### src/rtl/iob_fifo_ram_ctrl_if.sv
// Handshake, status and RAM-port bundle between iob_fifo_ram_ctrl and its neighbours.
// master = the FIFO controller, slave = producer/consumer/RAM side.
interface iob_fifo_ram_ctrl_if #(
   parameter int DATA_W = 32,
   parameter int ADDR_W = 11
);
   logic              w_en;
   logic [DATA_W-1:0] w_data;
   logic              w_full;
   logic              w_almost_full;

   logic              r_en;
   logic [DATA_W-1:0] r_data;
   logic              r_valid;
   logic              r_empty;
   logic              r_almost_empty;

   logic [ADDR_W:0]   level;

   logic              ram_en_a;
   logic              ram_we_a;
   logic [ADDR_W-1:0] ram_addr_a;
   logic [DATA_W-1:0] ram_data_a;

   logic              ram_en_b;
   logic              ram_we_b;
   logic [ADDR_W-1:0] ram_addr_b;
   logic [DATA_W-1:0] ram_data_b;
   logic [DATA_W-1:0] ram_q_b;

   modport master (
      input  w_en, w_data, r_en, ram_q_b,
      output w_full, w_almost_full, r_data, r_valid, r_empty, r_almost_empty, level,
      output ram_en_a, ram_we_a, ram_addr_a, ram_data_a,
      output ram_en_b, ram_we_b, ram_addr_b, ram_data_b
   );

   modport slave (
      output w_en, w_data, r_en, ram_q_b,
      input  w_full, w_almost_full, r_data, r_valid, r_empty, r_almost_empty, level,
      input  ram_en_a, ram_we_a, ram_addr_a, ram_data_a,
      input  ram_en_b, ram_we_b, ram_addr_b, ram_data_b
   );
endinterface

### src/rtl/iob_fifo_ram_ctrl.sv
// Synchronous FIFO controller driving an external true-dual-port RAM (A = write, B = read).
// Define IOB_FIFO_ERR_EN to add sticky overflow/underflow flags with err_clr.
module iob_fifo_ram_ctrl #(
   parameter int DATA_W        = 32,
   parameter int ADDR_W        = 11,
   parameter int ALM_FULL_LVL  = 2**ADDR_W-4,
   parameter int ALM_EMPTY_LVL = 4
) (
   input  logic clk,
   input  logic rst_n,
`ifdef IOB_FIFO_ERR_EN
   input  logic err_clr,
   output logic overflow,
   output logic underflow,
`endif
   iob_fifo_ram_ctrl_if.master bus
);
   localparam logic [ADDR_W:0] DEPTH_L     = {1'b1, {ADDR_W{1'b0}}};
   localparam logic [ADDR_W:0] ALM_FULL_L  = (ADDR_W+1)'(ALM_FULL_LVL);
   localparam logic [ADDR_W:0] ALM_EMPTY_L = (ADDR_W+1)'(ALM_EMPTY_LVL);

   logic [ADDR_W-1:0] wptr_q, wptr_d;
   logic [ADDR_W-1:0] rptr_q, rptr_d;
   logic [ADDR_W:0]   level_q, level_d;
   logic              r_valid_q;

   logic              full;
   logic              empty;
   logic              push;
   logic              pop;
   logic [DATA_W-1:0] w_data_s;

   // Flags come from the registered level, so they lag the causing event by one cycle.
   assign full     = (level_q == DEPTH_L);
   assign empty    = (level_q == '0);
   assign push     = bus.w_en & ~full;
   assign pop      = bus.r_en & ~empty;
   assign w_data_s = bus.w_data;

   always_comb begin
      wptr_d  = wptr_q;
      rptr_d  = rptr_q;
      level_d = level_q;
      if (push) begin
         wptr_d = wptr_q + 1'b1;
      end
      if (pop) begin
         rptr_d = rptr_q + 1'b1;
      end
      unique case ({push, pop})
         2'b10:   level_d = level_q + 1'b1;
         2'b01:   level_d = level_q - 1'b1;
         default: level_d = level_q;
      endcase
   end

   always_ff @(posedge clk or negedge rst_n) begin
      if (!rst_n) begin
         wptr_q    <= '0;
         rptr_q    <= '0;
         level_q   <= '0;
         r_valid_q <= 1'b0;
      end else begin
         wptr_q    <= wptr_d;
         rptr_q    <= rptr_d;
         level_q   <= level_d;
         r_valid_q <= pop;
      end
   end

   assign bus.w_full         = full;
   assign bus.w_almost_full  = (level_q >= ALM_FULL_L);
   assign bus.r_empty        = empty;
   assign bus.r_almost_empty = (level_q <= ALM_EMPTY_L);
   assign bus.level          = level_q;
   assign bus.r_valid        = r_valid_q;
   assign bus.r_data         = bus.ram_q_b;

   assign bus.ram_en_a   = push;
   assign bus.ram_we_a   = push;
   assign bus.ram_addr_a = wptr_q;
   assign bus.ram_data_a = w_data_s;

   assign bus.ram_en_b   = pop;
   assign bus.ram_we_b   = 1'b0;
   assign bus.ram_addr_b = rptr_q;
   assign bus.ram_data_b = '0;

`ifdef IOB_FIFO_ERR_EN
   logic overflow_q, overflow_d;
   logic underflow_q, underflow_d;

   // A new error outranks a clear arriving in the same cycle.
   always_comb begin
      overflow_d  = overflow_q;
      underflow_d = underflow_q;
      if (err_clr) begin
         overflow_d  = 1'b0;
         underflow_d = 1'b0;
      end
      if (bus.w_en & full) begin
         overflow_d = 1'b1;
      end
      if (bus.r_en & empty) begin
         underflow_d = 1'b1;
      end
   end

   always_ff @(posedge clk or negedge rst_n) begin
      if (!rst_n) begin
         overflow_q  <= 1'b0;
         underflow_q <= 1'b0;
      end else begin
         overflow_q  <= overflow_d;
         underflow_q <= underflow_d;
      end
   end

   assign overflow  = overflow_q;
   assign underflow = underflow_q;
`endif
endmodule

### src/flat_wrapper.sv
// flat-port wrapper written by rule: the top's interface ports become plain ports
module iob_fifo_ram_ctrl_flat 
#(
   parameter int DATA_W        = 32,
   parameter int ADDR_W        = 11,
   parameter int ALM_FULL_LVL  = 2**ADDR_W-4,
   parameter int ALM_EMPTY_LVL = 4
)
  (clk, rst_n, bus_w_en, bus_w_data, bus_r_en, bus_ram_q_b, bus_w_full, bus_w_almost_full, bus_r_data, bus_r_valid, bus_r_empty, bus_r_almost_empty, bus_level, bus_ram_en_a, bus_ram_we_a, bus_ram_addr_a, bus_ram_data_a, bus_ram_en_b, bus_ram_we_b, bus_ram_addr_b, bus_ram_data_b);
  iob_fifo_ram_ctrl_if #(.DATA_W(DATA_W), .ADDR_W(ADDR_W)) bus_i ();
  input  logic clk;
  input  logic rst_n;
  input wire logic [$bits(bus_i.w_en)-1:0] bus_w_en;
  input wire logic [$bits(bus_i.w_data)-1:0] bus_w_data;
  input wire logic [$bits(bus_i.r_en)-1:0] bus_r_en;
  input wire logic [$bits(bus_i.ram_q_b)-1:0] bus_ram_q_b;
  output wire logic [$bits(bus_i.w_full)-1:0] bus_w_full;
  output wire logic [$bits(bus_i.w_almost_full)-1:0] bus_w_almost_full;
  output wire logic [$bits(bus_i.r_data)-1:0] bus_r_data;
  output wire logic [$bits(bus_i.r_valid)-1:0] bus_r_valid;
  output wire logic [$bits(bus_i.r_empty)-1:0] bus_r_empty;
  output wire logic [$bits(bus_i.r_almost_empty)-1:0] bus_r_almost_empty;
  output wire logic [$bits(bus_i.level)-1:0] bus_level;
  output wire logic [$bits(bus_i.ram_en_a)-1:0] bus_ram_en_a;
  output wire logic [$bits(bus_i.ram_we_a)-1:0] bus_ram_we_a;
  output wire logic [$bits(bus_i.ram_addr_a)-1:0] bus_ram_addr_a;
  output wire logic [$bits(bus_i.ram_data_a)-1:0] bus_ram_data_a;
  output wire logic [$bits(bus_i.ram_en_b)-1:0] bus_ram_en_b;
  output wire logic [$bits(bus_i.ram_we_b)-1:0] bus_ram_we_b;
  output wire logic [$bits(bus_i.ram_addr_b)-1:0] bus_ram_addr_b;
  output wire logic [$bits(bus_i.ram_data_b)-1:0] bus_ram_data_b;
  assign bus_i.w_en = bus_w_en;
  assign bus_i.w_data = bus_w_data;
  assign bus_i.r_en = bus_r_en;
  assign bus_i.ram_q_b = bus_ram_q_b;
  assign bus_w_full = bus_i.w_full;
  assign bus_w_almost_full = bus_i.w_almost_full;
  assign bus_r_data = bus_i.r_data;
  assign bus_r_valid = bus_i.r_valid;
  assign bus_r_empty = bus_i.r_empty;
  assign bus_r_almost_empty = bus_i.r_almost_empty;
  assign bus_level = bus_i.level;
  assign bus_ram_en_a = bus_i.ram_en_a;
  assign bus_ram_we_a = bus_i.ram_we_a;
  assign bus_ram_addr_a = bus_i.ram_addr_a;
  assign bus_ram_data_a = bus_i.ram_data_a;
  assign bus_ram_en_b = bus_i.ram_en_b;
  assign bus_ram_we_b = bus_i.ram_we_b;
  assign bus_ram_addr_b = bus_i.ram_addr_b;
  assign bus_ram_data_b = bus_i.ram_data_b;
  iob_fifo_ram_ctrl #(.DATA_W(DATA_W), .ADDR_W(ADDR_W), .ALM_FULL_LVL(ALM_FULL_LVL), .ALM_EMPTY_LVL(ALM_EMPTY_LVL)) u_core (.clk(clk), .rst_n(rst_n), .bus(bus_i));
endmodule
### config.mk
export PLATFORM = sky130hd
export DESIGN_NAME = iob_fifo_ram_ctrl_flat
export DESIGN_NICKNAME = d
export VERILOG_FILES = /design/src/rtl/iob_fifo_ram_ctrl_if.sv /design/src/rtl/iob_fifo_ram_ctrl.sv /design/src/flat_wrapper.sv
export SDC_FILE = /design/constraint.sdc
export NUM_CORES = 1
export LEC_CHECK = 0
export BUFFER_PORTS_ARGS = -buffer_cell sky130_fd_sc_hd__clkbuf_2
export CORE_ASPECT_RATIO = 0.5
export CORE_UTILIZATION = 37
export DETAILED_ROUTE_END_ITERATION = 8
export PLACE_DENSITY = 0.82
export SLEW_MARGIN = 15
export SYNTH_ARGS = -nofsm -noshare
export SYNTH_HDL_FRONTEND = slang
export SYNTH_SLANG_ARGS = --single-unit
export TNS_END_PERCENT = 10
### constraint.sdc
create_clock -name clk -period 3.3 [get_ports clk]
set_input_delay 0.66 -clock clk [delete_from_list [all_inputs] [get_ports clk]]
set_output_delay 0.66 -clock clk [all_outputs]
set_load 0.1 [all_outputs]
==> results.py, run 1 <==
metrics = {
    "floorplan": {
        "chipWidth_um": 126,
        "dieArea_um2": 8030,
        "placementRows": 22,
        "start_util_pct": 38.4,
        "die_h_um": 63.9,
        "pin_count": 207,
        "core-area_um2": 7380,
    },
    "clock_network": {
        "cts_root_buf": "clkbuf_16",
        "htree_levels": 2,
        "post_cts_resized": 0,
        "cts_tree": "built",
        "clock_path_buffers": 2,
        "clkSlewWorstSetupHoldPaths_ns": 0.06,
        "numCtsBuffers": 5,
        "hold_buffers": 0,
        "clkSinkCount": 35,
        "post_cts_buffers": 0,
        "clk_latency_ns": 0.27,
    },
    "placed_design": {
        "place_ws_ns": 0.0436,
        "place_hpwl_um": 3720,
        "gp_congestion": 0.833,
        "port_buffers": 45,
    },
    "critical_path": {
        "worstReg2RegEnd": "u_core.bus.level[11]$_DFFE_PN0P_",
        "rrSetupSlack_ns": 0.24,
        "crit_chain": "nor4_2 > nand4_1 > and2_2 > ha_2 > buf_4 > ha_1 > and2_1 > a2111oi_2 > o21ai_0 > nand4_1 > a221oi_1",
        "reg2reg_depth": 11,
        "worstReg2RegStart": "u_core.bus.level[3]$_DFFE_PN0P_",
        "critical_path.max_stage_delay_ns": 0.43,
        "end_kind": "flop",
        "slowest_stage": "dfrtp_1",
        "crit_path_end": "u_core.bus.level[11]$_DFFE_PN0P_",
        "path_class": "reg -> reg",
        "cp-start-kind": "flop",
        "crit_path_max_fanout": 9,
        "worstSetupStartpoint": "u_core.bus.level[3]$_DFFE_PN0P_",
        "cpMostUsedCell": "nand4_1",
        "critical_path_arrival_ns": 3.20,
        "required_ns": 3.44,
    },
    "power": {
        "ir_worst_vdd_uv": 455,
        "cellLeakagePower_nw": 1.40,
        "p_clk_share_pct": 12.7,
        "power_frac_comb_pct": 64.9,
        "p_switching_mw": 2.26,
        "cellPowerDensity_nw_per_um2": 1290,
        "power_frac_seq_pct": 22.4,
        "intPower_mw": 1.33,
        "swShare_pct": 62.9,
    },
    "detailed_routing": {
        "drt_iter0_drc": 147,
        "route.met2.wl_um": 2380,
        "routed.top_layer": "met4",
        "ant_nets": 0,
        "drt-pass1-iter-count": 4,
        "wl_met3_um": 356,
        "wl_per_cell_um": 12.5,
        "vias": 1896,
        "finalWirelength_um": 4980,
        "routed_via_density": 4.78,
        "wl_met1_um": 2120,
        "drc": 0,
    },
    "outcome": {
        "status": "finished clean",
    },
    "global_route": {
        "overflow": 0,
        "grt_pass1_wl_um": 8080,
        "grt_pass1_vias": 1707,
        "grt_usage_pct": 12.5,
        "antenna_found_initial": 0,
        "grt_max_degree": 36,
    },
    "synth": {
        "yosysWarnings": 0,
        "synth_cell_types": 44,
        "synth_flop_cell": "dfrtp_1",
        "synthArstFlopShare_pct": 100,
        "synth_edf_count": 0,
        "netlist_area_um2": 2830,
        "synth_cells": 312,
        "ys_seq_area_share_pct": 30.9,
        "ys_ff_latch": 35,
        "syn_area_per_cell_um2": 9.08,
    },
    "timing": {
        "post-route-min-period_ns": 3.06,
        "slew_violations": 0,
        "hold_viol": 0,
        "fin_crit_sh_pct": 92.8,
        "fin_skew_ns": 0.00451,
        "max-slew-margin-rel_pct": 42.0,
        "worst_slew_pin_slew_ns": 0.870,
        "fmax_ghz": 0.326,
        "rsz0062_at_grt": "no",
        "setup_ws_ns": 0.237,
        "setup_viol": 0,
    },
    "layout": {
        "seqCellArea_um2": 876,
        "multi_input_area_um2": 1330,
        "syn2layout_area_growth_pct": -2.17,
        "final_common_cell": "clkbuf_2",
        "layout_common_cells": "clkbuf_2 (45), dfrtp_1 (35), conb_1 (33)",
        "n_fill_cell": 744,
        "layout-drive-gt1-share_pct": 23.6,
        "antennaDiodeCount": 0,
        "nets": 382,
        "final_core_util_pct": 37.6,
    },
    "hold_path": {
        "hold_class": "reg -> reg",
    },
    "job": {
        "maxCapViolations": 0,
    },
}
==> state kept, by name (all words and copies together), names as in the netlist <==
register	count
u_core.bus.level	12
u_core.bus.r_valid	1
u_core.bus.ram_addr_a	11
u_core.bus.ram_addr_b	11
==> critical path: cells and delay by family (launching register included) <==
kind,cells,cell delay [ns]
AO/OA/AOI/OAI,3,0.59
adder cells (fa/ha/maj),2,0.62
buffers and inverters,1,0.18
flip-flops,1,0.43
AND/OR/NAND/NOR,5,1.09
==> through the flow <==
stage | power (mW) | cell area (um2) | hold slack [ns] | setup TNS (ns) | std cells
2_1_floorplan | 3.13 | 2960 | 0.364 | -4.75 | 344
3_3_place_gp | 3.08 | 2600 | 0.469 | 0 | 389
3_5_place_dp | 3.11 | 2600 | 0.468 | 0 | 389
4_1_cts | 3.57 | 2740 | 0.476 | 0 | 397
5_1_grt | 3.76 | 2770 | 0.487 | 0 | 397
6_report | 3.59 | 2770 | 0.469 | 0 | 397
==> logic make-up (layout without fill, tap and decap cells) <==
family / Yosys count / count (layout) / share of synthesized area (%)
flip-flops: 35 / 35 / 30.9
adder cells (fa/ha/maj): 14 / 14 / 6.45
AND/OR/NAND/NOR: 78 / 78 / 14.4
buffers and inverters: 111 / 68 / 27.7
XOR/XNOR: 25 / 25 / 7.73
AO/OA/AOI/OAI: 47 / 47 / 12.3
other: 1 / 33 / 0.132
multiplexers: 1 / 1 / 0.398
==> routing by layer <==
| layer | GRT usage [%] | vias up |
|---|---|---|
| met5 | 0 | - |
| met2 | 20.8 | 70 |
| met4 | 6.10 | 0 |
| li1 | - | 922 |
| met1 | 15.0 | 887 |
| met3 | 3.43 | 17 |
==> power groups by stage <==
stage	Clock, mW	Combinational, mW	Sequential [mW]
global route	0.481	2.45	0.835
detailed placement	0	2.31	0.799
floorplan	0	1.24	1.89
global placement	0	2.29	0.793
finish	0.455	2.33	0.804
CTS	0.464	2.31	0.794
==> how the worst min path moves through the flow <==
stage	start	endpoint	slack, ns	depth (start not counted)
global placement	u_core.bus.ram_addr_b[10]$_DFFE_PN0P_	u_core.bus.ram_addr_b[10]$_DFFE_PN0P_	0.47	1
global route	u_core.bus.ram_addr_a[10]$_DFFE_PN0P_	u_core.bus.ram_addr_a[10]$_DFFE_PN0P_	0.49	1
detailed placement	u_core.bus.ram_addr_b[10]$_DFFE_PN0P_	u_core.bus.ram_addr_b[10]$_DFFE_PN0P_	0.47	1
floorplan	rst_n	u_core.bus.level[0]$_DFFE_PN0P_	0.36	0
finish	u_core.bus.ram_addr_b[10]$_DFFE_PN0P_	u_core.bus.ram_addr_b[10]$_DFFE_PN0P_	0.47	1
CTS	u_core.bus.ram_addr_b[10]$_DFFE_PN0P_	u_core.bus.ram_addr_b[10]$_DFFE_PN0P_	0.48	1
==> area by class of cell <==
type,count,share of cell area [%]
clock buffer,6,4.65
clock inverter,2,0.452
inverter,9,1.22
multi-input combinational,198,48.0
sequential,35,31.6
tap,96,4.34
timing repair buffer,51,9.76
==> synth_stat cells, types with 5 or more instances <==
cell type	n	share of area, %
inv_1	8	1.1
buf_4	98	26
nor2_1	13	1.7
xor2_1	16	4.9
dfrtp_1	35	31
nand2_1	23	3.0
a21oi_1	5	0.88
nand3_1	10	1.8
nand4_1	7	1.5
o21ai_0	9	1.6
a21o_1	7	1.9
ha_1	13	5.7
xnor2_1	9	2.8
nor3_1	10	1.8
(Power assumes the default switching activity.)
==> run 2, diff against run 1 <==
--- a/config.mk
+++ b/config.mk
@@ -10,6 +10,7 @@
 export CORE_UTILIZATION = 37
 export DETAILED_ROUTE_END_ITERATION = 8
 export PLACE_DENSITY = 0.82
+export SETUP_SLACK_MARGIN = 0.4
 export SLEW_MARGIN = 15
 export SYNTH_ARGS = -nofsm -noshare
 export SYNTH_HDL_FRONTEND = slang
==> results.py, run 2 (synthesis results as in run 1) <==
metrics = {
    "power": {
        "cellPowerDensity_nw_per_um2": 1300,
        "intPower_mw": 1.55,
        "power_frac_seq_pct": 22.3,
        "ir_worst_vdd_uv": 535,
        "cellLeakagePower_nw": 1.44,
        "p_total_mw": 3.86,
        "power_frac_comb_pct": 61.9,
        "swShare_pct": 59.9,
        "p_switching_mw": 2.31,
        "p_clk_share_pct": 15.7,
    },
    "critical_path": {
        "crit_path_max_fanout": 7,
        "reg2reg_depth": 12,
        "rrSetupSlack_ns": 0.30,
        "critical_path.max_stage_delay_ns": 0.50,
        "worstReg2RegEnd": "u_core.bus.level[10]$_DFFE_PN0P_",
        "end_kind": "flop",
        "worstReg2RegStart": "u_core.bus.level[6]$_DFFE_PN0P_",
        "cpMostUsedCell": "o31a_1",
        "critical_path_arrival_ns": 3.15,
        "required_ns": 3.45,
        "cp-start-kind": "flop",
        "path_class": "reg -> reg",
        "slowest_stage": "dfrtp_4",
        "crit_chain": "nor4_4 > nand4_1 > and2_4 > ha_4 > buf_4 > inv_2 > fa_2 > nor2b_4 > o31a_1 > o31a_1 > a2111oi_4 > nor3b_2",
    },
    "placed_design": {
        "gp_congestion": 0.806,
        "port_buffers": 45,
        "placed_area_um2": 2640,
        "place_ws_ns": 0.257,
        "place_hpwl_um": 4060,
    },
    "floorplan": {
        "placementRows": 22,
        "dieArea_um2": 8030,
        "start_util_pct": 38.4,
        "die_h_um": 63.9,
        "pin_count": 207,
        "core-area_um2": 7380,
        "chipWidth_um": 126,
    },
    "layout": {
        "n_fill_cell": 721,
        "largest_reg_flops": 12,
        "layout_common_cells": "clkbuf_2 (44), conb_1 (33), dfrtp_1 (23)",
        "layout-drive-gt1-share_pct": 32.7,
        "final_area_um2": 2960,
        "antennaDiodeCount": 0,
        "final_common_cell": "clkbuf_2",
        "syn2layout_area_growth_pct": 4.68,
        "nets": 387,
    },
    "timing": {
        "worst_slew_pin_slew_ns": 0.902,
        "rsz0062_at_grt": "yes",
        "post-route-min-period_ns": 3.00,
        "fin_skew_ns": 0.00344,
        "setup_ws_ns": 0.300,
        "slew_violations": 0,
        "hold_viol": 0,
        "fin_crit_sh_pct": 90.9,
        "fmax_ghz": 0.333,
        "setup_viol": 0,
        "max-slew-margin-rel_pct": 39.9,
        "fin_hold_ws_ns": 0.473,
        "setup_tns_ns": 0,
    },
    "clock_network": {
        "hold_buffers": 0,
        "numCtsBuffers": 5,
        "cts_tree": "built",
        "cts_root_buf": "clkbuf_16",
        "clkSlewWorstSetupHoldPaths_ns": 0.06,
        "htree_levels": 2,
        "clk_latency_ns": 0.28,
        "clock_path_buffers": 2,
        "clkSinkCount": 35,
    },
    "hold_path": {
        "hold_class": "reg -> reg",
        "whs_endpoint": "u_core.bus.ram_addr_a[10]$_DFFE_PN0P_",
        "whs_path_depth": 1,
        "min_from": "u_core.bus.ram_addr_a[10]$_DFFE_PN0P_",
    },
    "global_route": {
        "grt_pass1_wl_um": 9160,
        "grt_max_degree": 36,
        "grt_pass1_vias": 1814,
        "antenna_found_initial": 0,
        "overflow": 0,
        "grt_usage_pct": 14.8,
    },
    "detailed_routing": {
        "wl_met1_um": 2210,
        "drc": 0,
        "route.met2.wl_um": 2950,
        "wl_met3_um": 532,
        "ant_nets": 0,
        "finalWirelength_um": 5890,
        "vias": 1972,
        "routed.top_layer": "met4",
        "drt_iter0_drc": 163,
        "routed_via_density": 4.91,
        "drt-pass1-iter-count": 4,
        "wl_per_cell_um": 14.6,
    },
    "outcome": {
        "status": "finished clean",
    },
    "job": {
        "maxCapViolations": 0,
    },
}
## run 2: cell type report
class | instances | area [um2] | share of cell area [%]
Clock buffer | 6 | 129 | 4.35
Tap cell | 96 | 120 | 4.05
Inverter | 9 | 33.8 | 1.14
Sequential cell | 35 | 903 | 30.5
Timing Repair Buffer | 56 | 310 | 10.5
Clock inverter | 2 | 60.1 | 2.03
Multi-Input combinational cell | 198 | 1410 | 47.5
## run 2: repair_timing
item / 4_1_cts / 5_1_grt
endpoints found under the setup margin: 6 / 7
gates resized for setup: 5 / 15
pin swaps: 7 / 6
buffers inserted: 10 / 0
gates cloned: 0 / 0
## run 2: routing by layer
metal  track usage, %  vias to the layer above
li1                 -                      922
met4             8.84                        0
met1             15.2                      944
met3             6.53                       22
met2             25.3                       84
met5                0                        -
## run 2: critical path: cells and delay by family, from the launching register on
family	cells	cell delay, ns
and+or+nand+nor	5	0.81
AOI/OAI and AO/OA	3	0.89
DFF	1	0.50
buffers and inverters	2	0.25
adders and majority gates	2	0.42
## run 2: power groups by stage
| stage | registers (mW) | logic (mW) | clock network [mW] |
|---|---|---|---|
| 2_1_floorplan | 1.94 | 1.26 | 0 |
| 3_3_place_gp | 0.864 | 2.28 | 0 |
| 3_5_place_dp | 0.872 | 2.30 | 0 |
| 4_1_cts | 0.861 | 2.34 | 0.622 |
| 5_1_grt | 0.894 | 2.51 | 0.643 |
| 6_report | 0.863 | 2.39 | 0.607 |
## run 2: stage by stage
step / utilization (%) / std cells
after floorplan: - / 344
after global placement: 35.8 / 384
after detailed placement: 35.8 / 384
after CTS: 39.5 / 402
after global routing: 40.2 / 402
final: 40.2 / 402
## run 2: worst max-delay path by stage
stage / depth (start not counted) / endpoint / start / slack, ns
finish: 12 / u_core.bus.level[10]$_DFFE_PN0P_ / u_core.bus.level[6]$_DFFE_PN0P_ / 0.30
global route: 12 / u_core.bus.level[8]$_DFFE_PN0P_ / u_core.bus.level[6]$_DFFE_PN0P_ / 0.20
CTS: 12 / u_core.bus.level[10]$_DFFE_PN0P_ / u_core.bus.level[5]$_DFFE_PN0P_ / 0.32
detailed placement: 10 / u_core.bus.level[10]$_DFFE_PN0P_ / u_core.bus.level[6]$_DFFE_PN0P_ / 0.26
global placement: 10 / u_core.bus.level[10]$_DFFE_PN0P_ / u_core.bus.level[6]$_DFFE_PN0P_ / 0.31
floorplan: 11 / u_core.bus.level[10]$_DFFE_PN0P_ / u_core.bus.level[6]$_DFFE_PN0P_ / 0.12
